$ cat src/rtl/ad_sample_fifo.sv
// rtl/ad_sample_fifo.sv - AD7606 sample tagger with frame-aware first-word-fall-through FIFO
// Words are tagged {sof, ch, data}; frames are resynchronised on ch_first and dropped whole when space runs out.
module ad_sample_fifo #(
    parameter int DW     = 16,
    parameter int NUM_CH = 8,
    parameter int DEPTH  = 16
) (
    input  logic                     clk,
    input  logic                     rst_n,
    input  logic [DW-1:0]            ad_ch,
    input  logic                     data_flag,
    input  logic                     ch_first,
    output logic [DW-1:0]            out_data,
    output logic [2:0]               out_ch,
    output logic                     out_sof,
    output logic                     out_valid,
    input  logic                     out_ready,
    output logic [$clog2(DEPTH):0]   fifo_level,
    output logic                     overflow,
    output logic                     frame_err,
    input  logic                     err_clr
);

    localparam int AW = $clog2(DEPTH);
    localparam logic [AW:0] FULL_LVL  = (AW+1)'(DEPTH);
    localparam logic [AW:0] FRAME_LVL = (AW+1)'(DEPTH - NUM_CH);
    localparam logic [2:0]  LAST_CH   = 3'(NUM_CH - 1);

    typedef enum logic [1:0] {S_UNSYNC, S_RUN, S_DROP} state_t;

    state_t          state, state_nxt;
    logic [2:0]      ch_cnt, ch_cnt_nxt;
    logic [DW+3:0]   mem [DEPTH];
    logic [AW-1:0]   wr_ptr, rd_ptr;
    logic [AW:0]     level;
    logic            pop, space, room_frame;
    logic            wr_en, set_ovf, set_ferr;
    logic [2:0]      wr_ch;

    assign out_valid  = (level != '0);
    assign fifo_level = level;
    assign pop        = out_valid && out_ready;
    // A full FIFO still has room this cycle if the head is leaving.
    assign space      = (level != FULL_LVL) || pop;
    assign room_frame = (level <= FRAME_LVL);

    always_ff @(posedge clk or negedge rst_n) begin
        if (!rst_n) begin
            state  <= S_UNSYNC;
            ch_cnt <= 3'd0;
        end else begin
            state  <= state_nxt;
            ch_cnt <= ch_cnt_nxt;
        end
    end

    always_comb begin
        state_nxt  = state;
        ch_cnt_nxt = ch_cnt;
        if (data_flag) begin
            unique case (state)
                S_UNSYNC: begin
                    if (ch_first) begin
                        if (space) begin
                            state_nxt  = S_RUN;
                            ch_cnt_nxt = 3'd1;
                        end else begin
                            state_nxt = S_DROP;
                        end
                    end
                end
                S_RUN: begin
                    if (!space)
                        state_nxt = S_DROP;
                    else if (ch_first)
                        ch_cnt_nxt = 3'd1;
                    else if (ch_cnt == 3'd0)
                        state_nxt = S_UNSYNC;
                    else
                        ch_cnt_nxt = (ch_cnt == LAST_CH) ? 3'd0 : ch_cnt + 3'd1;
                end
                S_DROP: begin
                    if (ch_first && room_frame) begin
                        state_nxt  = S_RUN;
                        ch_cnt_nxt = 3'd1;
                    end
                end
                default: state_nxt = S_UNSYNC;
            endcase
        end
    end

    always_comb begin
        wr_en    = 1'b0;
        wr_ch    = ch_cnt;
        set_ovf  = 1'b0;
        set_ferr = 1'b0;
        if (data_flag) begin
            unique case (state)
                S_UNSYNC: begin
                    if (ch_first) begin
                        wr_en   = space;
                        wr_ch   = 3'd0;
                        set_ovf = !space;
                    end
                end
                S_RUN: begin
                    if (!space) begin
                        set_ovf = 1'b1;
                    end else if (ch_first) begin
                        wr_en    = 1'b1;
                        wr_ch    = 3'd0;
                        set_ferr = (ch_cnt != 3'd0);
                    end else if (ch_cnt == 3'd0) begin
                        set_ferr = 1'b1;
                    end else begin
                        wr_en = 1'b1;
                    end
                end
                S_DROP: begin
                    if (ch_first && room_frame) begin
                        wr_en = 1'b1;
                        wr_ch = 3'd0;
                    end
                end
                default: ;
            endcase
        end
    end

    always_ff @(posedge clk) begin
        if (wr_en)
            mem[wr_ptr] <= {(wr_ch == 3'd0), wr_ch, ad_ch};
    end

    always_ff @(posedge clk or negedge rst_n) begin
        if (!rst_n) begin
            wr_ptr    <= '0;
            rd_ptr    <= '0;
            level     <= '0;
            overflow  <= 1'b0;
            frame_err <= 1'b0;
        end else begin
            if (wr_en)
                wr_ptr <= wr_ptr + 1'b1;
            if (pop)
                rd_ptr <= rd_ptr + 1'b1;
            case ({wr_en, pop})
                2'b10:   level <= level + 1'b1;
                2'b01:   level <= level - 1'b1;
                default: ;
            endcase
            overflow  <= set_ovf  || (overflow  && !err_clr);
            frame_err <= set_ferr || (frame_err && !err_clr);
        end
    end

    // Head is forced to zero while empty so the outputs read 0 out of reset.
    assign {out_sof, out_ch, out_data} = out_valid ? mem[rd_ptr] : '0;

endmodule
$ cat config.mk
export PLATFORM = sky130hd
export DESIGN_NAME = ad_sample_fifo
export DESIGN_NICKNAME = d
export VERILOG_FILES = /design/src/rtl/ad_sample_fifo.sv
export SDC_FILE = /design/constraint.sdc
export NUM_CORES = 1
export LEC_CHECK = 0
export CAP_MARGIN = 0
export CORE_ASPECT_RATIO = 0.7
export CORE_UTILIZATION = 45
export CTS_CLUSTER_SIZE = 8
export DETAILED_ROUTE_END_ITERATION = 10
export GPL_TIMING_DRIVEN = 0
export SYNTH_ARGS = -nofsm -noshare
export SYNTH_HDL_FRONTEND = slang
export SYNTH_SLANG_ARGS = --single-unit
$ cat constraint.sdc
create_clock -name clk -period 5.05 [get_ports clk]
set_clock_uncertainty 0.15 [all_clocks]
set_input_delay 1.01 -clock clk [delete_from_list [all_inputs] [get_ports clk]]
set_output_delay 1.01 -clock clk [all_outputs]
set_load 0.01 [all_outputs]
==> results.md, run 1 <==
* Clock sink count at 340
* Via/cell ratio at 5.73
* Peak VDD IR at around 0.23 mV
* Worst flop-to-flop path startpoint: fifo_level[1]
* Global-route wire length before repair at 43.0 mm
* Post-Place Cells at about 1,100
* Max frequency at roughly 210 MHz
* GP Congestion at between 0.7 and 0.8
* Global Route Usage Sum at just under 20%
* Clock H-tree levels at 2
* DRC viols at 0
* Wire per inst at around 26 um
* End of the critical path: out_data[1]
* Max Root-Sink Buffers at 3
* Die Footprint at 30,500 sq um
* Fin nets at ~770
* Via count at roughly 6,500
* Crit. Startpoint: rd_ptr[0]
* Setup crit end kind: primary output
* Diodes inserted at 0
* Post-DP HPWL at 17.9 mm
* # rows at 52
* Final WS setup at around 270 ps
* Max-cap violations at 0
* Setup tns final at 0 ps
* Worst min path class: register to register
* Fin cells at 1,135
* Cts hold-fix bufs at 0
* Mapped Area at about 13,000 sq um
* Slew headroom at roughly 5.5%
* Critical path type: register to primary output
* Root buf cell: clkbuf_16
* Starting Density at between 40 and 50%
* Synth Warn # at 0
* Vias in the first global route at ~6,700
* Syn_nets at between 600 and 700
* Status: finished clean
* Startpoint types: register
* Synth cell types at 39
* Hold Slack at ~370 ps
* RSZ-0062 raised after global routing: false
* Static Leak at roughly 5.2 nW
* Clock-pin slew on the worst setup and hold paths at 50 ps
* Synthesized instance count at about 640
* Largest net degree at the start of global routing at 21
* GRT Residual Overflow at 0
* Final Hold Violating Endpoints at 0
* Synth Area per Inst at ~21 sq um
* Dpl cell area at 14,400 sq um
* Seq/Total Area, Yosys at about three quarters
* FF-to-FF End: fifo_level[4]
* PD cells at approximately 600 nW/um^2
* Final WL at around 30 mm
* DRT iter0 DRCs at between 400 and 500
* Post-placement setup slack at between 400 and 500 ps
* Top-Level Pins at 50
* Final setup viols at 0
* Layout Utilization at around 54%
* Area Growth Syn to Fin at 17.3%
* Port bufs at ~50
* Drt pass-1 iters at 4
* Required @ worst endpoint at between 3000 and 4000 ps
* Minimum clock period at around 4800 ps
* Reg-to-reg slack, setup at 1000 ps
* Fin. max-slew vios at 0
* Crit path arrival time at 3620 ps
* Final period utilization at between 90% and 100%
* Final Instance Area at about 16,000 sq um
* Later-pin clock latency in the skew report at approximately 540 ps
* Die X at approximately 210 um
* Layout cells sized above 1 at between 10% and 20%
* Tot Pwr at 9.40 mW
* Seq cells post-synth at 340
* Area of the core at slightly below 30,000 sq um
* Total CTS buffers at 48
* Antenna violations before repair at 0
* CP Max Fanout at 10
* CTS tree: done
* Post-route ant nets at 0
* R2r worst-path depth at 15
* Worst slew pin tran at about 1400 ps
* Die Y-Extent at 146 um
## critical path, stage by stage, from the launching register on
cell,delay [ps]
dfrtp_1,350
clkbuf_1,500
clkdlybuf4s15_2,590
mux4_2,550
mux2i_1,340
o22ai_1,190
clkdlybuf4s50_1,540
## cell families (layout without fill, tap and decap cells)
group / Yosys count / in the layout / synth area share [%]
buffers and inverters: 44 / 162 / 1.27
XOR/XNOR: 12 / 12 / 0.783
AND/OR/NAND/NOR: 60 / 60 / 2.51
flip-flops: 340 / 340 / 75.3
AO/OA/AOI/OAI: 47 / 47 / 2.23
multiplexers: 123 / 123 / 16.7
adder cells (fa/ha/maj): 13 / 13 / 1.21
## cells in the mapped netlist (all sizes together)
master	count	area share [%]
a211oi	1	0.056
a21oi	5	0.19
a22o	1	0.065
a22oi	2	0.21
and2	18	0.84
buf	12	0.37
clkbuf	22	0.62
dfrtp	20	3.7
edfxtp	320	72
ha	13	1.2
inv	10	0.28
mux2	3	0.25
mux2i	40	3.0
mux4	80	13
nand2	14	0.39
nand2b	2	0.093
nand4	1	0.047
nor2	7	0.20
nor2b	2	0.093
nor3	3	0.11
nor3b	2	0.11
nor4	3	0.14
nor4b	3	0.20
o211ai	1	0.056
o21ai	13	0.48
o21bai	2	0.11
o22ai	20	0.93
o31a	1	0.065
o31ai	1	0.056
or2	2	0.093
or3b	1	0.084
or4	2	0.11
xnor2	5	0.33
xor2	7	0.46
## routing by layer
metal / wire length, um / vias to the layer above / GRT usage [%]
met5: 0 / - / 0
met1: 13300 / 3434 / 29.3
li1: - / 2822 / -
met3: 1680 / 35 / 3.64
met4: 485 / 0 / 4.89
met2: 13800 / 208 / 30.6
## cell usage in the layout (no fill, tap or decap), drive strengths merged, types with 2 or more instances in the layout
cell / instances
a21oi: 5
a22oi: 2
and2: 18
buf: 5
clkbuf: 93
clkdlybuf4s15: 3
clkdlybuf4s50: 49
dfrtp: 20
edfxtp: 320
ha: 13
inv: 12
mux2: 3
mux2i: 40
mux4: 80
nand2: 14
nand2b: 2
nor2: 7
nor2b: 2
nor3: 3
nor3b: 2
nor4: 3
nor4b: 3
o21ai: 13
o21bai: 2
o22ai: 20
or2: 2
or4: 2
xnor2: 5
xor2: 7
## repair_timing
item	in CTS	in global routing
gates resized for setup	8	7
buffers inserted	0	0
endpoints found under the hold margin	0	0
endpoints found under the setup margin	11	16
## worst min path at each step
stage / cells after the start / start / endpoint
after floorplan: 1 / rd_ptr[2] / rd_ptr[2]
after global placement: 1 / wr_ptr[2] / wr_ptr[2]
after detailed placement: 1 / wr_ptr[2] / wr_ptr[2]
after CTS: 1 / wr_ptr[2] / wr_ptr[2]
after global routing: 2 / frame_err / frame_err
final: 1 / wr_ptr[2] / wr_ptr[2]
## where the power goes
| group | internal, mW | switching [mW] |
|---|---|---|
| sequential | 3.43 | 0.104 |
| clock | 1.77 | 1.09 |
| combinational | 1.36 | 1.64 |
## registers in the layout, indices dropped and copies added (netlist names)
register,count
rd_ptr,4
mem,320
ch_cnt,3
fifo_level,5
frame_err,1
overflow,1
wr_ptr,4
state,2
## final cells by class
class                      instances  area (sq um)
buffer                            34           161
clock buffer                      67          1320
clock inverter                     2          17.5
fill                            2203         13300
inverter                          10          37.5
multi-input combinational        255          3140
sequential                       340         10100
tap                              378           473
timing repair buffer              49           490
Note: power is estimated with default switching activity, not from simulation.
==> inputs of run 2 (changes only) <==
- CORE_UTILIZATION: 45 -> 42
==> run 2 against run 1 <==
  * Final area is 0.18% higher
  * Combinational power rose by 1%
  * Total power is 0.52% lower
  * Largest cell class unchanged
  * Core utilization down 3.7 points
  * Global-route usage fell by 0.50 points
  * First-iteration DRC count rose by 23%
  * Wire length increased by 3.8%
  * Sequential share of layout area is 0.12 points lower
  * Critical path type unchanged
  * Non-clock buffer count rose by 2
==> results.md, run 2 (synthesis results as in run 1) <==
* Die X at 216 um
* Global-route wire length before repair at between 40 and 50 mm
* Largest net degree at the start of global routing at 21
* Via count at around 6,600
* Crit. path cell count at 7
* Peak VDD IR at 0.276 mV
* DRT iter0 DRCs at just over 600
* Area of the multi-input gates at 3150 sq um
* Static Leak at between 5 and 6 nW
* Required @ worst endpoint at a little under 4000 ps
* Sw power at 2.86 mW
* CP cell instances: clkbuf_1 > or4_1 > or2_2 > nand2b_1 > clkbuf_1 > o22ai_1 > clkdlybuf4s50_1
* Most frequent cells in the layout: 320 x edfxtp_1, 80 x mux4_2, 49 x clkdlybuf4s50_1, 48 x clkbuf_16, 40 x mux2i_1
* Slowest stage delay, CP at ~700 ps
* Sw Share at a little under a third
* Worst flop-to-flop path startpoint: fifo_level[1]
* R2r worst-path depth at 15
* Minimum clock period at 4810 ps
* Fillers at 2,464
* Worst slew pin tran at between 1000 and 1500 ps
* Area Growth Syn to Fin at 17.5%
* Critical path type: register to primary output
* Top reg by flops: mem
* Port bufs at 49
* Hold Slack at roughly 380 ps
* Commonest non-fill, non-tap cell in the layout: edfxtp_1
* GRT Residual Overflow at 0
* Status: finished clean
* Antenna violations before repair at 0
* Global Route Usage Sum at 19.3%
* CTS tree: done
* Top-Level Pins at 50
* Worst path slowest cell: clkbuf_1
* Clock H-tree levels at 2
* PD cells at a little under 600 nW/um^2
* CP top delay family: buffers and inverters
* Post-DP HPWL at 18.1 mm
* CP Buf/Inv Count at 3
* Max frequency at ~210 MHz
* CP Max Fanout at 10
* Power share of the sequential group at roughly 38%
* Worst min path class: register to register
* P_int at 6.50 mW
* End of the critical path: out_data[8]
* Layout cells sized above 1 at between 20% and 30%
* Post-route ant nets at 0
* Final WL at approximately 30 mm
* Starting Density at about 43%
* Die Y-Extent at about 150 um
* Final setup viols at 0
* FF-to-FF End: fifo_level[4]
* Startpoint types: register
* Fin. max-slew vios at 0
* Area of the core at roughly 31,000 sq um
* Clock-pin slew on the worst setup and hold paths at roughly 50 ps
* RSZ-0062 raised after global routing: false
* Max Root-Sink Buffers at 3
* Post-placement setup slack at roughly 340 ps
* Diodes inserted at 0
* Wire per inst at 25.8 um
* Setup crit end kind: primary output
* Vias in the first global route at just under 7,000
* DRC viols at 0
* FF+latch area at between 10,000 and 15,000 sq um
* Drt pass-1 iters at 5
* Most frequent CP cell: clkbuf_1
* Via/cell ratio at approximately 5.6
* Max-cap violations at 0
* Number of setup buffers added after CTS at 0
* Reg-to-reg slack, setup at approximately 1100 ps
* Crit path arrival time at 3650 ps
* Clock network power share at between 20% and 30%
* Max FFs per register at between 300 and 400
* # rows at 54
* Fin nets at between 700 and 800
* GP Congestion at between 0.7 and 0.8
* Clock sink count at 340
* Root buf cell: clkbuf_16
* Setup tns final at 0 ps
* Later-pin clock latency in the skew report at about 540 ps
* Slew headroom at 6.33%
* Final Hold Violating Endpoints at 0
* Die Footprint at around 33,000 sq um
* Cts hold-fix bufs at 0
* Comb power frac at approximately a third
* Crit. Startpoint: fifo_level[1]
* Final WS setup at approximately 240 ps
* Total CTS buffers at 48
* Final period utilization at a little over nine tenths
## run 2: cell count changes in the layout (fill, tap and decap cells not counted), moves of 2 or more
cell and change:
buf_8 +2, and2_1 -7, clkbuf_16 -2, and2_2 +7, clkbuf_1 -3, clkdlybuf4s15_2 -2
## run 2: how the worst min path moves through the flow
stage / start / end / slack [ps] / depth (start not counted)
after detailed placement: wr_ptr[2] / wr_ptr[2] / 370 / 1
after CTS: wr_ptr[2] / wr_ptr[2] / 380 / 1
final: wr_ptr[2] / wr_ptr[2] / 380 / 1
after floorplan: rd_ptr[2] / rd_ptr[2] / 330 / 1
after global routing: wr_ptr[2] / wr_ptr[2] / 390 / 1
after global placement: rd_ptr[2] / rd_ptr[2] / 350 / 1
## run 2: cell type report
cell class | count | share of cell area [%]
flip-flops and latches | 340 | 64.1
multi-input cells | 255 | 20.0
clock buffers | 62 | 7.95
well taps | 420 | 3.33
repair buffers | 51 | 3.30
plain buffers | 34 | 0.936
inverters | 10 | 0.238
clock inverters | 3 | 0.190
## run 2: metrics by stage
step	power [mW]	instances	area, sq um	utilization (%)
5_1_grt	9.76	1175	15800	50.4
3_3_place_gp	6.54	1108	14400	46.1
6_report	9.35	1175	15800	50.4
4_1_cts	9.44	1173	15700	50.3
2_1_floorplan	5.39	639	13400	-
3_5_place_dp	6.63	1108	14400	46.1
## run 2: power groups by stage
stage	Sequential [mW]	Combinational, mW	Clock (mW)
global route	3.55	3.25	2.95
detailed placement	3.59	3.04	0
floorplan	3.56	1.83	0
finish	3.53	3.04	2.78
CTS	3.54	3.07	2.84
global placement	3.57	2.97	0
## run 2: metal layers
layer	wire length, um	track usage, %
met2	14100	30.0
met3	1920	4.41
met4	531	5.32
met1	13800	27.6
met5	0	0
## run 2: timing repair
| item | 4_1_cts | 5_1_grt |
|---|---|---|
| endpoints found under the setup margin | 7 | 18 |
| pin swaps | 0 | 0 |
| resized for setup | 3 | 12 |
